**config.mk**
```make
export PLATFORM = sky130hd
export DESIGN_NAME = m_0
export DESIGN_NICKNAME = d
export VERILOG_FILES = /design/src/rtl/m_0.sv
export SDC_FILE = /design/constraint.sdc
export NUM_CORES = 1
export LEC_CHECK = 0
export CAP_MARGIN = 15
export CORE_ASPECT_RATIO = 0.9
export CORE_UTILIZATION = 32
export DETAILED_ROUTE_END_ITERATION = 7
export PLACE_DENSITY_LB_ADDON = 0.2
export SYNTH_ARGS = -nofsm -noshare
export SYNTH_HDL_FRONTEND = slang
export SYNTH_SLANG_ARGS = --single-unit
```
**constraint.sdc**
```tcl
create_clock -name vclk -period 1.7
set_input_delay 0.51 -clock vclk [all_inputs]
set_output_delay 0.51 -clock vclk [all_outputs]
set_load 0.03 [all_outputs]
```
**src/rtl/m_0.sv**
```systemverilog
// ----------------------------------------------------------------------------
// m_0 : 2-bit level-sensitive D latch with asynchronous active-low reset,
//       instrumented for information-flow tracking (IFT).
//
// Every functional input carries a TAINT_W-bit taint vector. The output taint
// is the OR of the taint of the data source currently driving Q and the
// taints of the controls that select that source.
//
// Ports
//   EN      in   1        latch gate, transparent while high
//   ARST    in   1        asynchronous reset, active low
//   EN_t    in   TAINT_W  taint of EN
//   ARST_t  in   TAINT_W  taint of ARST
//   D       in   WIDTH    data input
//   D_t     in   TAINT_W  taint of D (one label set for the whole vector)
//   Q       out  WIDTH    latched data
//   Q_t     out  TAINT_W  taint of Q
// ----------------------------------------------------------------------------
module m_0 #(
    parameter int WIDTH   = 2,
    parameter int TAINT_W = 32
) (
    input  logic               EN,
    input  logic               ARST,
    input  logic [TAINT_W-1:0] EN_t,
    input  logic [TAINT_W-1:0] ARST_t,
    input  logic [WIDTH-1:0]   D,
    input  logic [TAINT_W-1:0] D_t,
    output logic [WIDTH-1:0]   Q,
    output logic [TAINT_W-1:0] Q_t
);

    // Latched data and the taint captured together with it.
    logic [WIDTH-1:0]   q_q;
    logic [TAINT_W-1:0] st_q;
    logic [WIDTH-1:0]   q_d;
    logic [TAINT_W-1:0] st_d;
    logic [TAINT_W-1:0] q_t_d;

    always_comb begin
        q_d  = D;
        st_d = D_t;
    end

    // Reset has priority over the gate; otherwise the latch is transparent
    // while EN is high and holds the last value when EN falls.
    always_latch begin
        if (!ARST) begin
            q_q  <= '0;
            st_q <= '0;
        end else if (EN) begin
            q_q  <= q_d;
            st_q <= st_d;
        end
    end

    // Output taint is purely combinational. In reset only the reset control
    // selects Q, so only ARST_t propagates. Otherwise the data source is
    // either the live D (transparent) or the stored state (hold), and both
    // control taints propagate because together they select that source.
    always_comb begin
        q_t_d = ARST_t;
        if (ARST) begin
            if (EN) q_t_d = D_t  | EN_t | ARST_t;
            else    q_t_d = st_q | EN_t | ARST_t;
        end
    end

    assign Q   = q_q;
    assign Q_t = q_t_d;

endmodule

```
==> flow_metrics.env, run 1 <==
export IMPL_final_cells=404
export IMPL_rsz0062_at_grt="yes"
export IMPL_top_usage_layer="met2"
export IMPL_grt_use_met2=0.376
export IMPL_synth_top_area_frac=0.327
export IMPL_nets=444
export IMPL_grt_overflow=0
export IMPL_area_growth_synth_to_final_pct=108
export IMPL_gr_usage_met3=0.0162
export IMPL_ys_types=10
export IMPL_grt_pass1_vias=1676
export IMPL_setup_viol=32
export IMPL_ir_worst_vdd_mv=0.155
export IMPL_wirelength_um=5180
export IMPL_dp_cells=400
export IMPL_antenna_cells=0
export IMPL_crit_arrival_ns=1.26
export IMPL_p_leak_uw=0.00151
export IMPL_seqCellArea_um2=510
export IMPL_ant_nets=0
export IMPL_wl_per_cell_um=12.8
export IMPL_finalSetupTns_ns=-1.26
export IMPL_drive_gt1_frac=0.287
export IMPL_io_pins=134
export IMPL_pwr_share_clk=0
export IMPL_power_frac_comb=0.909
export IMPL_vias=1882
export IMPL_max_clock_freq_mhz=565
export IMPL_fill_cells=399
export IMPL_crit_type="in -> out"
export IMPL_drc=0
export IMPL_avgViaCountPerCell=4.66
export IMPL_tightest_slew_ns=1.06
export IMPL_required_ns=1.19
export IMPL_drv_cap=0
export IMPL_hold_viol_final=0
export IMPL_timing_final_crit_share=1.04
export IMPL_power_frac_seq=0.091
export IMPL_endpoint_kind="output pin"
export IMPL_synthesis_area_um2=1560
export IMPL_hold_path_class="in -> out"
export IMPL_multi_input_area_um2=1170
export IMPL_crit_path_start_kind="input port"
export IMPL_initialDrtViolationCount=37
export IMPL_grtUsageTotal=0.185
export IMPL_swShare=0.447
export IMPL_core_area_um2=4580
export IMPL_synth_cells=208
export IMPL_die_x_um=75.7
export IMPL_grt_pass1_wl_um=7510
export IMPL_yosysWarnings=0
export IMPL_numPortBuffers=134
export IMPL_dieArea_um2=5170
export IMPL_violations="negative setup slack"
export IMPL_dieHeight_um=68.3
export IMPL_unclocked_pins=34
export IMPL_syn_nets=308
export IMPL_post_cts_buffers=0
export IMPL_fin_hold_ws_ns=1.51
export IMPL_pwr_density_cell_nw_per_um2=268
export IMPL_crit_fanout=7
export IMPL_power_switching_uw=390
export IMPL_avgSynthCellArea_um2=7.51
export IMPL_synth_top_area_cell="dlxtp_1"
export IMPL_drtPass1Iterations=4
export IMPL_fin_crit_ns=1.77
export IMPL_gp_congestion=0.759
export IMPL_status="complete, but fails checks"
export IMPL_dpl_hpwl_um=3640
export IMPL_relSlewSlack=0.290
export IMPL_antenna_found_initial=0
export IMPL_untimed_endpoints=36
export IMPL_p_int_uw=483
export IMPL_start_util=0.342
export IMPL_maxSlewViolCount=0
export IMPL_setup_ws_ns=-0.0689
export IMPL_synth_area_leaders="dlxtp_1, mux2i_1, nor2_1, and2_1, a21oi_1"
export IMPL_grt_start_max_net_pins=35
export IMPL_rows=23
export IMPL_met1_usage=0.217
export IMPL_ys_seq_elements=34
==> worst max-delay path, stage by stage <==
cell and delay (ns):
buf_12 0.12, buf_12 0.15, mux2i_2 0.25, a21oi_2 0.09, buf_6 0.14
==> area by class of cell <==
cell class | count | share of cell area
well taps | 62 | 0.0239
multi-input cells | 163 | 0.361
flip-flops and latches | 34 | 0.157
repair buffers | 145 | 0.459
==> sequential cells by signal, summed over array words and instances, names as in the netlist <==
signal  cells
st_q       32
Q           2
==> repair_timing <==
item                                    4_1_cts  5_1_grt
resized for setup                           156        5
gates cloned                                  3        1
pin swaps                                    63       15
hold buffers                                  0        0
endpoints found under the setup margin       32       32
==> logic make-up after synthesis <==
kind of cell / after synthesis / share of synthesized area
compound gates: 32 / 0.102
mux: 32 / 0.205
simple gates: 99 / 0.294
buf+inv: 11 / 0.0721
latches: 34 / 0.327
==> metal layers <==
| metal | vias up | routed length, um |
|---|---|---|
| met2 | 66 | 2680 |
| met4 | 0 | 19 |
| met3 | 2 | 343 |
| met1 | 855 | 2140 |
| li1 | 959 | - |
| met5 | - | 0 |
==> placed cells by master (no fill, tap or decap) <==
cell and count:
dlygate4sd2_1 96, nor2_1 63, dlxtp_1 34, and2_1 34
a21oi_2 32, buf_6 32, mux2i_2 16, mux2i_1 12
buf_12 6, mux2i_4 4, clkdlybuf4s50_1 4, buf_16 3
buf_4 2, nor2_2 1, nand2b_1 1, clkbuf_16 1
clkbuf_4 1
==> synthesized netlist by cell type <==
| cell type | n |
|---|---|
| a21oi_1 | 32 |
| and2_1 | 34 |
| buf_12 | 3 |
| buf_4 | 4 |
| buf_6 | 1 |
| clkbuf_1 | 3 |
| dlxtp_1 | 34 |
| mux2i_1 | 32 |
| nand2b_1 | 1 |
| nor2_1 | 64 |
==> path summary, 6_finish.rpt <==
kind                     start  endpoint  slack, ns  depth (start not counted)
worst min-delay path  EN_t[25]   Q_t[25]       1.51                          4
worst max-delay path        EN   Q_t[29]      -0.07                          5
==> power by group through the flow <==
stage / Sequential (uW) / Clock (uW) / Combinational, uW
after CTS: 78.5 / 0 / 778
final: 79.8 / 0 / 793
after global routing: 82.5 / 0 / 848
after global placement: 73.7 / 0 / 738
after detailed placement: 74.5 / 0 / 749
after floorplan: 75.6 / 0 / 369
==> through the flow <==
stage	cell area, um2	total power, uW	worst slack (ns)	util
floorplan	1690	445	-0.0338	-
global placement	3010	812	-0.204	0.659
detailed placement	3010	824	-0.214	0.659
CTS	3190	857	-0.0845	0.698
global route	3250	931	-0.103	0.711
finish	3250	873	-0.0689	0.711
(Power assumes the default switching activity.)
==> run 2, diff against run 1 <==
clock period = 1.8 ns   (was 1.7 ns; I/O delays follow)
==> flow_metrics.env, run 2 (same netlist as run 1, synthesis figures left out) <==
export IMPL_status="complete, but fails checks"
export IMPL_violations="negative setup slack"
export IMPL_cp_top_family="buffers and inverters"
export IMPL_final_cell_mix="dlygate4sd2_1, nor2_1, dlxtp_1, and2_1"
export IMPL_numPortBuffers=134
export IMPL_fill_cells=373
export IMPL_hold_viol_final=0
export IMPL_path_buf_inv=3
export IMPL_io_pins=134
export IMPL_final_cells=403
export IMPL_endpoint_kind="output pin"
export IMPL_required_ns=1.26
export IMPL_antenna_found_initial=0
export IMPL_tightest_slew_ns=0.397
export IMPL_dpl_hpwl_um=3560
export IMPL_grt_start_max_net_pins=35
export IMPL_power_frac_comb=0.908
export IMPL_crit_fanout=6
export IMPL_max_stage_delay_ns=0.19
export IMPL_grtUsageTotal=0.178
export IMPL_core_area_um2=4580
export IMPL_untimed_endpoints=36
export IMPL_dieHeight_um=68.3
export IMPL_crit_top_cell="buf_12"
export IMPL_drive_gt1_frac=0.305
export IMPL_p_leak_uw=0.00150
export IMPL_ant_nets=0
export IMPL_ir_worst_vdd_mv=0.126
export IMPL_p_int_uw=465
export IMPL_grt_pass1_wl_um=7230
export IMPL_hold_path_class="in -> out"
export IMPL_power_frac_seq=0.092
export IMPL_antenna_cells=0
export IMPL_area_growth_synth_to_final_pct=112
export IMPL_fin_crit_ns=1.83
export IMPL_dp_cells=399
export IMPL_grt_pass1_vias=1662
export IMPL_rsz0062_at_grt="yes"
export IMPL_avgViaCountPerCell=4.63
export IMPL_wl_per_cell_um=12.8
export IMPL_power_switching_uw=377
export IMPL_rows=23
export IMPL_path_cells="buf_12 -> buf_12 -> mux2i_4 -> a21oi_2 -> buf_6"
export IMPL_pwr_share_clk=0
export IMPL_die_x_um=75.7
export IMPL_hold_buffers=0
export IMPL_maxSlewViolCount=0
export IMPL_p_total_uw=842
export IMPL_timing_final_crit_share=1.02
export IMPL_grt_overflow=0
export IMPL_nets=443
export IMPL_wirelength_um=5140
export IMPL_vias=1866
export IMPL_start_util=0.342
export IMPL_largest_reg_flops=32
export IMPL_swShare=0.448
export IMPL_crit_arrival_ns=1.29
export IMPL_setup_ws_ns=-0.0323
export IMPL_setup_viol=22
export IMPL_final_common_cell="dlygate4sd2_1"
export IMPL_initialDrtViolationCount=56
export IMPL_drv_cap=0
export IMPL_drc=0
export IMPL_crit_path_start_kind="input port"
export IMPL_gp_congestion=0.729
export IMPL_regMostFlops="st_q"
export IMPL_unclocked_pins=34
export IMPL_relSlewSlack=0.736
export IMPL_max_clock_freq_mhz=546
export IMPL_crit_type="in -> out"
export IMPL_dieArea_um2=5170
export IMPL_slowest_stage="mux2i_4"
export IMPL_post_place_ws_ns=-0.168
export IMPL_pwr_density_cell_nw_per_um2=254
export IMPL_drtPass1Iterations=4
==> run 2: cell types whose count changed in the layout (fill, tap and decap cells not counted) <==
cell      previous run  this run
buf_8                0         1
buf_2                0         1
clkbuf_4             1         0
buf_16               3         2
mux2i_2             16        17
mux2i_4              4        10
buf_4                2         1
mux2i_1             12         5
==> run 2: metrics by stage <==
stage / setup TNS [ns] / instance area [um2] / util / hold slack [ns]
floorplan: 0 / 1690 / - / 1.27
global placement: -3.78 / 3010 / 0.657 / 1.70
detailed placement: -3.98 / 3010 / 0.657 / 1.70
CTS: -0.143 / 3150 / 0.689 / 1.57
global route: -1.13 / 3310 / 0.723 / 1.59
finish: -0.365 / 3310 / 0.723 / 1.56
==> run 2: power groups by stage <==
stage                     clock network (uW)  registers (uW)  logic (uW)
after floorplan                            0            71.4         347
after global placement                     0            69.5         695
after detailed placement                   0            70.6         704
after CTS                                  0            73.6         720
after global routing                       0            79.4         819
final                                      0            77.4         764
==> run 2: metal layers <==
layer | vias up | share of wire | global-route usage
li1 | 955 | - | -
met1 | 841 | 0.39 | 0.203
met2 | 70 | 0.55 | 0.369
met3 | 0 | 0.064 | 0.0147
met4 | 0 | 0 | 0.00926
met5 | - | 0 | 0
==> run 2: cell type report <==
cell class | instances | area [um2] | area share
well taps | 62 | 77.6 | 0.0234
flip-flops and latches | 34 | 510 | 0.154
multi-input cells | 163 | 1250 | 0.378
repair buffers | 144 | 1470 | 0.444
==> run 2: final timing paths <==
path	start	to	slack, ns	cells past startpoint
hold / removal	EN_t[28]	Q_t[28]	1.56	4
setup / recovery	EN	Q_t[26]	-0.03	5
==> run 2: tightest hold or removal path, delay by kind of cell <==
| family | cells | cell delay [ns] |
|---|---|---|
| buffers and inverters | 2 | 0.33 |
| AO/OA/AOI/OAI | 1 | 0.12 |
| AND/OR/NAND/NOR | 1 | 0.04 |
==> run 2: repair_timing <==
action,CTS,global route
hold endpoints to repair,0,0
resized for setup,152,20
setup endpoints to repair,32,29
pin swaps,61,24
cloned,2,1
buffers inserted,0,0
